### src/rtl/puf_tx_serializer.sv
// -----------------------------------------------------------------------------
// puf_tx_serializer
//
// Purpose:
//   Takes one parallel frame from the PUF core and shifts it out to the host
//   one bit at a time, LSB first, under a valid/ready handshake. A normal-mode
//   frame sends NORM_MOD bits and a debug-mode frame sends DEBUG_MOD bits. Any
//   payload bits above the latched length are never transmitted. The FSM runs
//   IDLE -> SHIFT -> DONE -> IDLE, and DONE lasts exactly one cycle.
//
// Ports:
//   clk            in   single clock, rising edge
//   rst_n          in   asynchronous active-low reset
//   i_frame_valid  in   parallel frame offered
//   o_frame_ready  out  serializer can accept a frame (IDLE only)
//   i_frame_data   in   [FRAM_SIZE-1:0] frame payload, bit 0 sent first
//   i_frame_mode   in   0 = normal (NORM_MOD bits), 1 = debug (DEBUG_MOD bits)
//   o_tx_data      out  serial data bit, forced to 0 when not valid
//   o_tx_valid     out  o_tx_data holds a valid bit
//   i_tx_ready     in   host accepts the current bit
//   o_busy         out  frame in flight (SHIFT or DONE)
//   o_frame_done   out  one-cycle pulse after the last bit is accepted
// -----------------------------------------------------------------------------
module puf_tx_serializer #(
   parameter int FRAM_SIZE = 160,
   parameter int NORM_MOD  = 34,
   parameter int DEBUG_MOD = 157
) (
   input  logic                 clk,
   input  logic                 rst_n,
   input  logic                 i_frame_valid,
   output logic                 o_frame_ready,
   input  logic [FRAM_SIZE-1:0] i_frame_data,
   input  logic                 i_frame_mode,
   output logic                 o_tx_data,
   output logic                 o_tx_valid,
   input  logic                 i_tx_ready,
   output logic                 o_busy,
   output logic                 o_frame_done
);

   localparam logic [1:0] ST_IDLE  = 2'd0;
   localparam logic [1:0] ST_SHIFT = 2'd1;
   localparam logic [1:0] ST_DONE  = 2'd2;

   // The bit counter is 8 bits wide, so both lengths must stay at or below 255.
   localparam logic [7:0] NORM_LEN  = 8'(NORM_MOD);
   localparam logic [7:0] DEBUG_LEN = 8'(DEBUG_MOD);

   logic [1:0]           r_state;
   logic [FRAM_SIZE-1:0] r_shift;
   logic [7:0]           r_len;
   logic [7:0]           r_cnt;

   logic w_accept;
   logic w_xfer;
   logic w_last;

   assign w_accept = i_frame_valid && (r_state == ST_IDLE);
   assign w_xfer   = (r_state == ST_SHIFT) && i_tx_ready;
   // Compare against the latched length, so a mode change in flight is ignored.
   assign w_last   = (r_cnt == (r_len - 8'd1));

   // NOTE: every register here, including the wide shift register, is cleared
   // by the asynchronous reset. A frame cut off by reset must leave no residual
   // bits behind, so the data path is reset along with the control path.
   // NOTE: sequential state is written with non-blocking assignments only, so
   // every register samples the pre-edge value of the others.
   always_ff @(posedge clk or negedge rst_n) begin
      if (!rst_n) begin
         r_state <= ST_IDLE;
         r_shift <= '0;
         r_len   <= '0;
         r_cnt   <= '0;
      end else begin
         case (r_state)
            ST_IDLE: begin
               if (w_accept) begin
                  r_shift <= i_frame_data;
                  r_len   <= i_frame_mode ? DEBUG_LEN : NORM_LEN;
                  r_cnt   <= '0;
                  r_state <= ST_SHIFT;
               end
            end
            ST_SHIFT: begin
               // With the host stalled, nothing here changes, so data and
               // count hold.
               if (w_xfer) begin
                  r_shift <= {1'b0, r_shift[FRAM_SIZE-1:1]};
                  r_cnt   <= r_cnt + 8'd1;
                  if (w_last) begin
                     r_state <= ST_DONE;
                  end
               end
            end
            ST_DONE: begin
               r_state <= ST_IDLE;
            end
            default: begin
               r_state <= ST_IDLE;
            end
         endcase
      end
   end

   // All outputs decode straight from state, so reset forces them the same
   // cycle without waiting for a clock edge.
   assign o_frame_ready = (r_state == ST_IDLE);
   assign o_tx_valid    = (r_state == ST_SHIFT);
   assign o_tx_data     = (r_state == ST_SHIFT) && r_shift[0];
   assign o_busy        = (r_state == ST_SHIFT) || (r_state == ST_DONE);
   assign o_frame_done  = (r_state == ST_DONE);

endmodule
### config.mk
export PLATFORM = sky130hd
export DESIGN_NAME = puf_tx_serializer
export DESIGN_NICKNAME = d
export VERILOG_FILES = /design/src/rtl/puf_tx_serializer.sv
export SDC_FILE = /design/constraint.sdc
export NUM_CORES = 1
export LEC_CHECK = 0
export CELL_PAD_IN_SITES_DETAIL_PLACEMENT = 0
export CELL_PAD_IN_SITES_GLOBAL_PLACEMENT = 1
export CORE_MARGIN = 10
export CORE_UTILIZATION = 36
export CTS_BUF_LIST = sky130_fd_sc_hd__clkbuf_16
export CTS_CLUSTER_DIAMETER = 40
export DETAILED_ROUTE_END_ITERATION = 8
export HOLD_SLACK_MARGIN = 0.15
export PLACE_DENSITY_LB_ADDON = 0.1
export SETUP_SLACK_MARGIN = 0.15
export SYNTH_ARGS = -nofsm -noshare
export SYNTH_HDL_FRONTEND = slang
export SYNTH_SLANG_ARGS = --single-unit
### constraint.sdc
create_clock -name clk -period 1.7 [get_ports clk]
set_input_delay 0.17 -clock clk [delete_from_list [all_inputs] [get_ports clk]]
set_output_delay 0.17 -clock clk [all_outputs]
set_load 0.01 [all_outputs]
==> metrics.txt, run 1 <==
outcome=finished, violations left; failing checks=setup timing; Final nets=1,141; Final setup viols=between 90 and 100; gr usage total=between 10 and 15%; Core Rows=between 50 and 60; register area share after synthesis=52.41%; worst hold path type=in -> async; Max stage delay on crit path=0.44 ns; share of layout cells above drive strength 1=between 15 and 20%; Post-Syn Area=8213 sq um; Final Skew=0.008391 ns; Residual DRC=0; most frequent cells in the layout=dfrtp_1, clkdlybuf4s50_1, mux2i_1; flip-flop and latch area=4305 sq um; WS Path Type=reg -> reg; clock-pin slew on the worst setup and hold paths=roughly 0.070 ns; CP most frequent cell=buf_12; Die Wd=between 150 and 200 um; Num CTS Buffers=17; antenna violations before repair=0; overall power=between 0.02 and 0.025 W; Reg-to-Reg End=r_shift[137]$_DFFE_PN0P_; Lkg Pwr=4.751 nW; worst-path cell chain=ha_4 -> buf_6 -> nor2b_4 -> nor2_4 -> buf_12 -> buf_12 -> buf_16 -> a21oi_1; H-Tree Depth=4; flops & latches, synth=172; Setup crit end=r_shift[137]$_DFFE_PN0P_; vias in the first global route=6,595; first-pass GRT wire length=33,820 um; fin crit share=104.3%; Syn Inst Count=775; DIE AREA=29,250 sq um; post-route ant nets=0; DR pass1 iterations=7; diodes inserted=0; via count=about 6,200; RD Place Congestion=0.7857; I/O pins=170; WP buf/inv=4; Avg Synthesized Cell Area=10.60 sq um; post-route cell area=11,600 sq um; grt total ovfl=0; CP Launch Type=register; Synth Warn #=0; reg2reg setup slack=-0.07 ns; number of synthesized flops with an enable pin=0; die span in y=171.0 um; most common cell after layout, fill and taps aside=dfrtp_1; WP data arrival=2.08 ns; Critical Path Start=r_state[0]$_DFFE_PN0P_; Starting Density=36.39%; Root Driver=clkbuf_16; Max Cap Violations=0; CTS Buffer Depth=2; CP endpoint kind=register; RSZ-0062 raised after global routing=true; syn_nets=949; DPL Wire Length=~15,000 um; Fmax achieved=approximately 0.56 GHz; multi-input logic area=3745 sq um; via/cell ratio=4.937; final setup TNS=-3.176 ns; PD cells=approximately 1900 nW/um^2; clock latency on the worst-skew pair=0.42 ns; DR WL/cell=17.00 um; # fillers=2,003; hold slack final=0.2597 ns; core area=22,570 sq um; post-synthesis cell type count=36; CTS tree=done; DP Area=10,460 sq um; Area Growth Syn to Fin=41.24%; slowest cell on the critical path=dfrtp_2; final WL=between 20,000 and 25,000 um; Worst Reg-to-Reg Cells=8; async set or reset register ratio after synthesis=100.0%; CP Max Fanout=22; first-iteration detailed-routing DRC count=270; Worst Setup Slack, final=-0.07296 ns; Req. time, crit path=approximately 2.0 ns; WP depth=8; Max VDD drop=0.9885 mV; clk sink count=172; Slew HR=65.04%; Hold Fails Final Rpt=0; # port buffers=169; Tightest Pin Transition=approximately 0.52 ns; largest net degree at the start of global routing=63; fin cells=1,263; final count of pins violating max slew=0; reg2reg start=r_state[0]$_DFFE_PN0P_; fin crit period=1.773 ns; placed insts=~1,200; CP delay by family, top=buffers and inverters; ys flop type=dfrtp_1
layout make-up:
class,instances,share of cell area (%)
clock buffers,17,3.667
clock inverters,13,1.445
inverters,8,0.2589
multi-input cells,540,32.28
flip-flops and latches,172,37.12
well taps,285,3.074
repair buffers,228,22.16
per-layer routing:
metal  wire, um  vias to the layer above  GRT usage, %
met5          0                        -             0
met4        261                        0         4.650
met3       1248                       20         3.917
met2       9981                      129         22.72
met1       9982                     3028         18.86
li1           -                     3059             -
flip-flops by register name (all words and copies together), names as in the netlist:
register	cells
r_len	2
r_cnt	8
r_shift	160
r_state	2
where the power goes:
| group | leakage, nW | switching, W | total, W | internal (W) |
|---|---|---|---|---|
| clock network | 0.292 | 0.00168 | 0.00399 | 0.00232 |
| registers | 1.91 | 0.00110 | 0.00723 | 0.00613 |
| logic | 2.55 | 0.00552 | 0.0110 | 0.00553 |
kinds of logic after synthesis:
group / after synthesis / synth area share, %
flops: 172 / 52.41
simple gates: 189 / 9.415
buf+inv: 63 / 5.210
compound gates: 168 / 10.44
mux: 165 / 20.20
fa+ha+maj: 9 / 1.371
xor+xnor: 9 / 0.9597
synth_stat cells, types with 2 or more instances:
library cell / n / area share [%]
a21oi_1: 160 / 9.8
buf_2: 32 / 1.9
dfrtp_1: 172 / 52
buf_6: 10 / 1.4
buf_4: 7 / 0.64
o21ai_0: 2 / 0.12
ha_1: 9 / 1.4
xnor2_1: 5 / 0.53
mux2i_1: 161 / 20
a22o_1: 2 / 0.21
nand2_1: 5 / 0.23
nand4_1: 3 / 0.23
mux2_2: 3 / 0.41
nand3_1: 3 / 0.18
nor2_1: 165 / 7.5
xor2_1: 4 / 0.43
nor4_1: 2 / 0.15
inv_1: 8 / 0.37
clkbuf_8: 5 / 0.84
how the worst min path moves through the flow:
| stage | start | to | slack, ns |
|---|---|---|---|
| 2_1_floorplan | rst_n | r_cnt[0]$_DFFE_PN0P_ | -0.13 |
| 3_3_place_gp | rst_n | r_shift[13]$_DFFE_PN0P_ | 0.16 |
| 3_5_place_dp | rst_n | r_shift[13]$_DFFE_PN0P_ | 0.17 |
| 4_1_cts | rst_n | r_shift[14]$_DFFE_PN0P_ | 0.28 |
| 5_1_grt | rst_n | r_shift[14]$_DFFE_PN0P_ | 0.29 |
| 6_report | rst_n | r_shift[13]$_DFFE_PN0P_ | 0.26 |
through the flow:
step	utilization (%)	setup slack (ns)
finish	51.39	-0.07296
global route	51.39	-0.1508
CTS	50.45	-0.05146
detailed placement	46.32	-0.09956
global placement	46.32	-0.04331
floorplan	-	0.08509
timing repair:
action,CTS,global route
setup endpoints to repair,175,174
pin swaps,7,6
setup buffers,11,2
cloned,2,4
hold buffers,1,0
resized for setup,66,20
endpoints found under the hold margin,160,0
(Power assumes the default switching activity.)
==> run 2, diff against run 1 <==
Settings changed: CORE_MARGIN 10 to 1.5, SKIP_LAST_GASP set to 1.
==> metrics.txt, run 2 (synthesis gave the netlist of run 1 again) <==
overall power=0.02171 W (-2.5%); Critical Path Start=r_state[1]$_DFFE_PN0P_; Worst Setup Slack, final=-0.07327 ns (-0.0003040 ns); antenna violations before repair=0 (unchanged); Final setup viols=131 (+39%); DIE AREA=23,730 sq um (-19%); CP Max Fanout=6 (-73%); Fmax achieved=0.5639 GHz (about the same); DR pass1 iterations=4 (-3); final setup TNS=-3.269 ns (-0.09330 ns); top layer in use=met4; fin crit share=104.3% (about the same); outcome=finished, violations left; Max Cap Violations=0 (unchanged); pre-CTS setup slack=-0.07532 ns (+0.02424 ns); Residual DRC=0 (unchanged); clock-pin slew on the worst setup and hold paths=0.07 ns (about the same); fin crit period=1.773 ns (+0.0003040 ns); WS Path Type=reg -> reg; CP endpoint kind=register; met3 wire len=765 um (-39%); core area=22,500 sq um (-0.30%); Final Util=51.20% (-0.19 points); DR WL/cell=15.25 um (-10%); Worst Reg-to-Reg Cells=8 (unchanged); PD cells=1885 nW/um^2 (-1.8%); Starting Density=36.50% (+0.11 points); final WL=19,530 um (-9.1%); met2 WL=9185 um (-8.0%); Hold Fails Final Rpt=0 (unchanged); CP Launch Type=register; Req. time, crit path=2.05 ns (+0.04 ns); gr usage total=16.72% (+2.3 points); I/O pins=170 (unchanged); final count of pins violating max slew=0 (unchanged); first-iteration detailed-routing DRC count=281 (+4.1%); H-Tree Depth=4 (unchanged); first-pass GRT wire length=31,590 um (-6.6%); largest reg by FF count=r_shift; via/cell ratio=4.873 (-1.3%); reg2reg start=r_state[1]$_DFFE_PN0P_; Final nets=1,157 (+1.4%); DPL Wire Length=13,720 um (-8.1%); max reg flops=160 (unchanged); Root Driver=clkbuf_16; # port buffers=169 (unchanged); die span in y=154.0 um (-9.9%); worst hold path type=in -> async; Core Rows=55 (unchanged); Slew HR=60.47% (-4.6 points); most frequent cells in the layout=dfrtp_1, clkdlybuf4s50_1, mux2i_1; Final Skew=0.01001 ns (+0.001621 ns); Reg-to-Reg End=r_cnt[6]$_DFFE_PN0P_; CTS Buffer Depth=2 (unchanged); RD Place Congestion=0.7797 (-0.76%); Die Wd=154.0 um (-9.9%); vias in the first global route=6,343 (-3.8%); post-route ant nets=0 (unchanged); RSZ-0062 raised after global routing=true; Area Growth Syn to Fin=40.28%; Setup crit end=r_cnt[6]$_DFFE_PN0P_; via count=6,237 (+0.016%); grt total ovfl=0 (unchanged); failing checks=setup timing; most common cell after layout, fill and taps aside=dfrtp_1; reg2reg setup slack=-0.07 ns (about the same); Lkg Pwr=4.764 nW (+0.27%); hold slack final=0.3070 ns (+0.04733 ns); Max VDD drop=0.6720 mV (-32%); largest net degree at the start of global routing=52 (-17%); Num CTS Buffers=17 (unchanged); WP data arrival=2.12 ns (+0.04 ns); share of layout cells above drive strength 1=14.17% (-1.7 points); Regs by FF count=r_shift x160, r_cnt x8; clk sink count=172 (unchanged); Tightest Pin Transition=0.5930 ns (+0.06862 ns); clock latency on the worst-skew pair=0.42 ns (about the same); diodes inserted=0 (unchanged); Post-Route M1 WL=9244 um (-7.4%); CTS tree=done
run 2: changes by cell type in the layout (fill, tap and decap cells not counted), sizes merged:
cell | previous run | this run
clkinv | 5 | 3
clkinvlp | 1 | 4
clkbuf | 21 | 19
dlygate4sd2 | 0 | 2
buf | 59 | 76
bufinv | 3 | 0
clkdlybuf4s15 | 1 | 0
inv | 12 | 15
run 2: final cells by class:
type / count / area [sq um]
multi-input combinational: 540 / 3661
clock inverter: 14 / 130.1
timing repair buffer: 244 / 2613
clock buffer: 17 / 425.4
sequential: 172 / 4305
tap: 285 / 356.6
inverter: 8 / 30.03
fill: 2036 / 10980
run 2: where the power goes:
group	total, W	internal (W)	switching, W
Clock	0.00371	0.00192	0.00179
Combinational	0.0107	0.00551	0.00524
Sequential	0.00725	0.00613	0.00113
Total	0.0217	0.0136	0.00815
run 2: worst min path at each step:
stage | start | to | slack (ns) | cells past startpoint
2_1_floorplan | rst_n | r_cnt[0]$_DFFE_PN0P_ | -0.13 | 0
3_3_place_gp | rst_n | r_shift[151]$_DFFE_PN0P_ | 0.19 | 1
3_5_place_dp | rst_n | r_shift[151]$_DFFE_PN0P_ | 0.19 | 1
4_1_cts | i_frame_data[159] | r_shift[159]$_DFFE_PN0P_ | 0.28 | 3
5_1_grt | i_frame_mode | r_len[5]$_DFFE_PN0P_ | 0.33 | 2
6_report | rst_n | r_shift[150]$_DFFE_PN0P_ | 0.31 | 2
run 2: repair_timing:
action                                 CTS  global route
pin swaps                                4             2
gates cloned                             1             2
buffers inserted                        12             7
hold buffers                             1             0
gates resized for setup                 34            26
endpoints found under the hold margin  111             0
setup endpoints to repair              173           174
run 2: per-stage QoR:
stage,instances,cell area [sq um]
after CTS,1271,11320
after detailed placement,1226,10540
after floorplan,775,8300
after global routing,1280,11520
final,1280,11520
after global placement,1226,10540
run 2: routing by layer:
layer  global-route usage, %  vias up
li1                        -     3091
met1                   22.31     2990
met2                   27.19      132
met3                   3.241       24
met4                   5.779        0
met5                       0        -
run 2: critical path: stages, from the launching register on:
cell      delay [ns]
dfrtp_1         0.39
inv_2           0.11
ha_4            0.16
buf_8           0.13
nor2b_4         0.18
buf_4           0.16
and4bb_2        0.26
nand4_1         0.11
mux2i_1         0.19
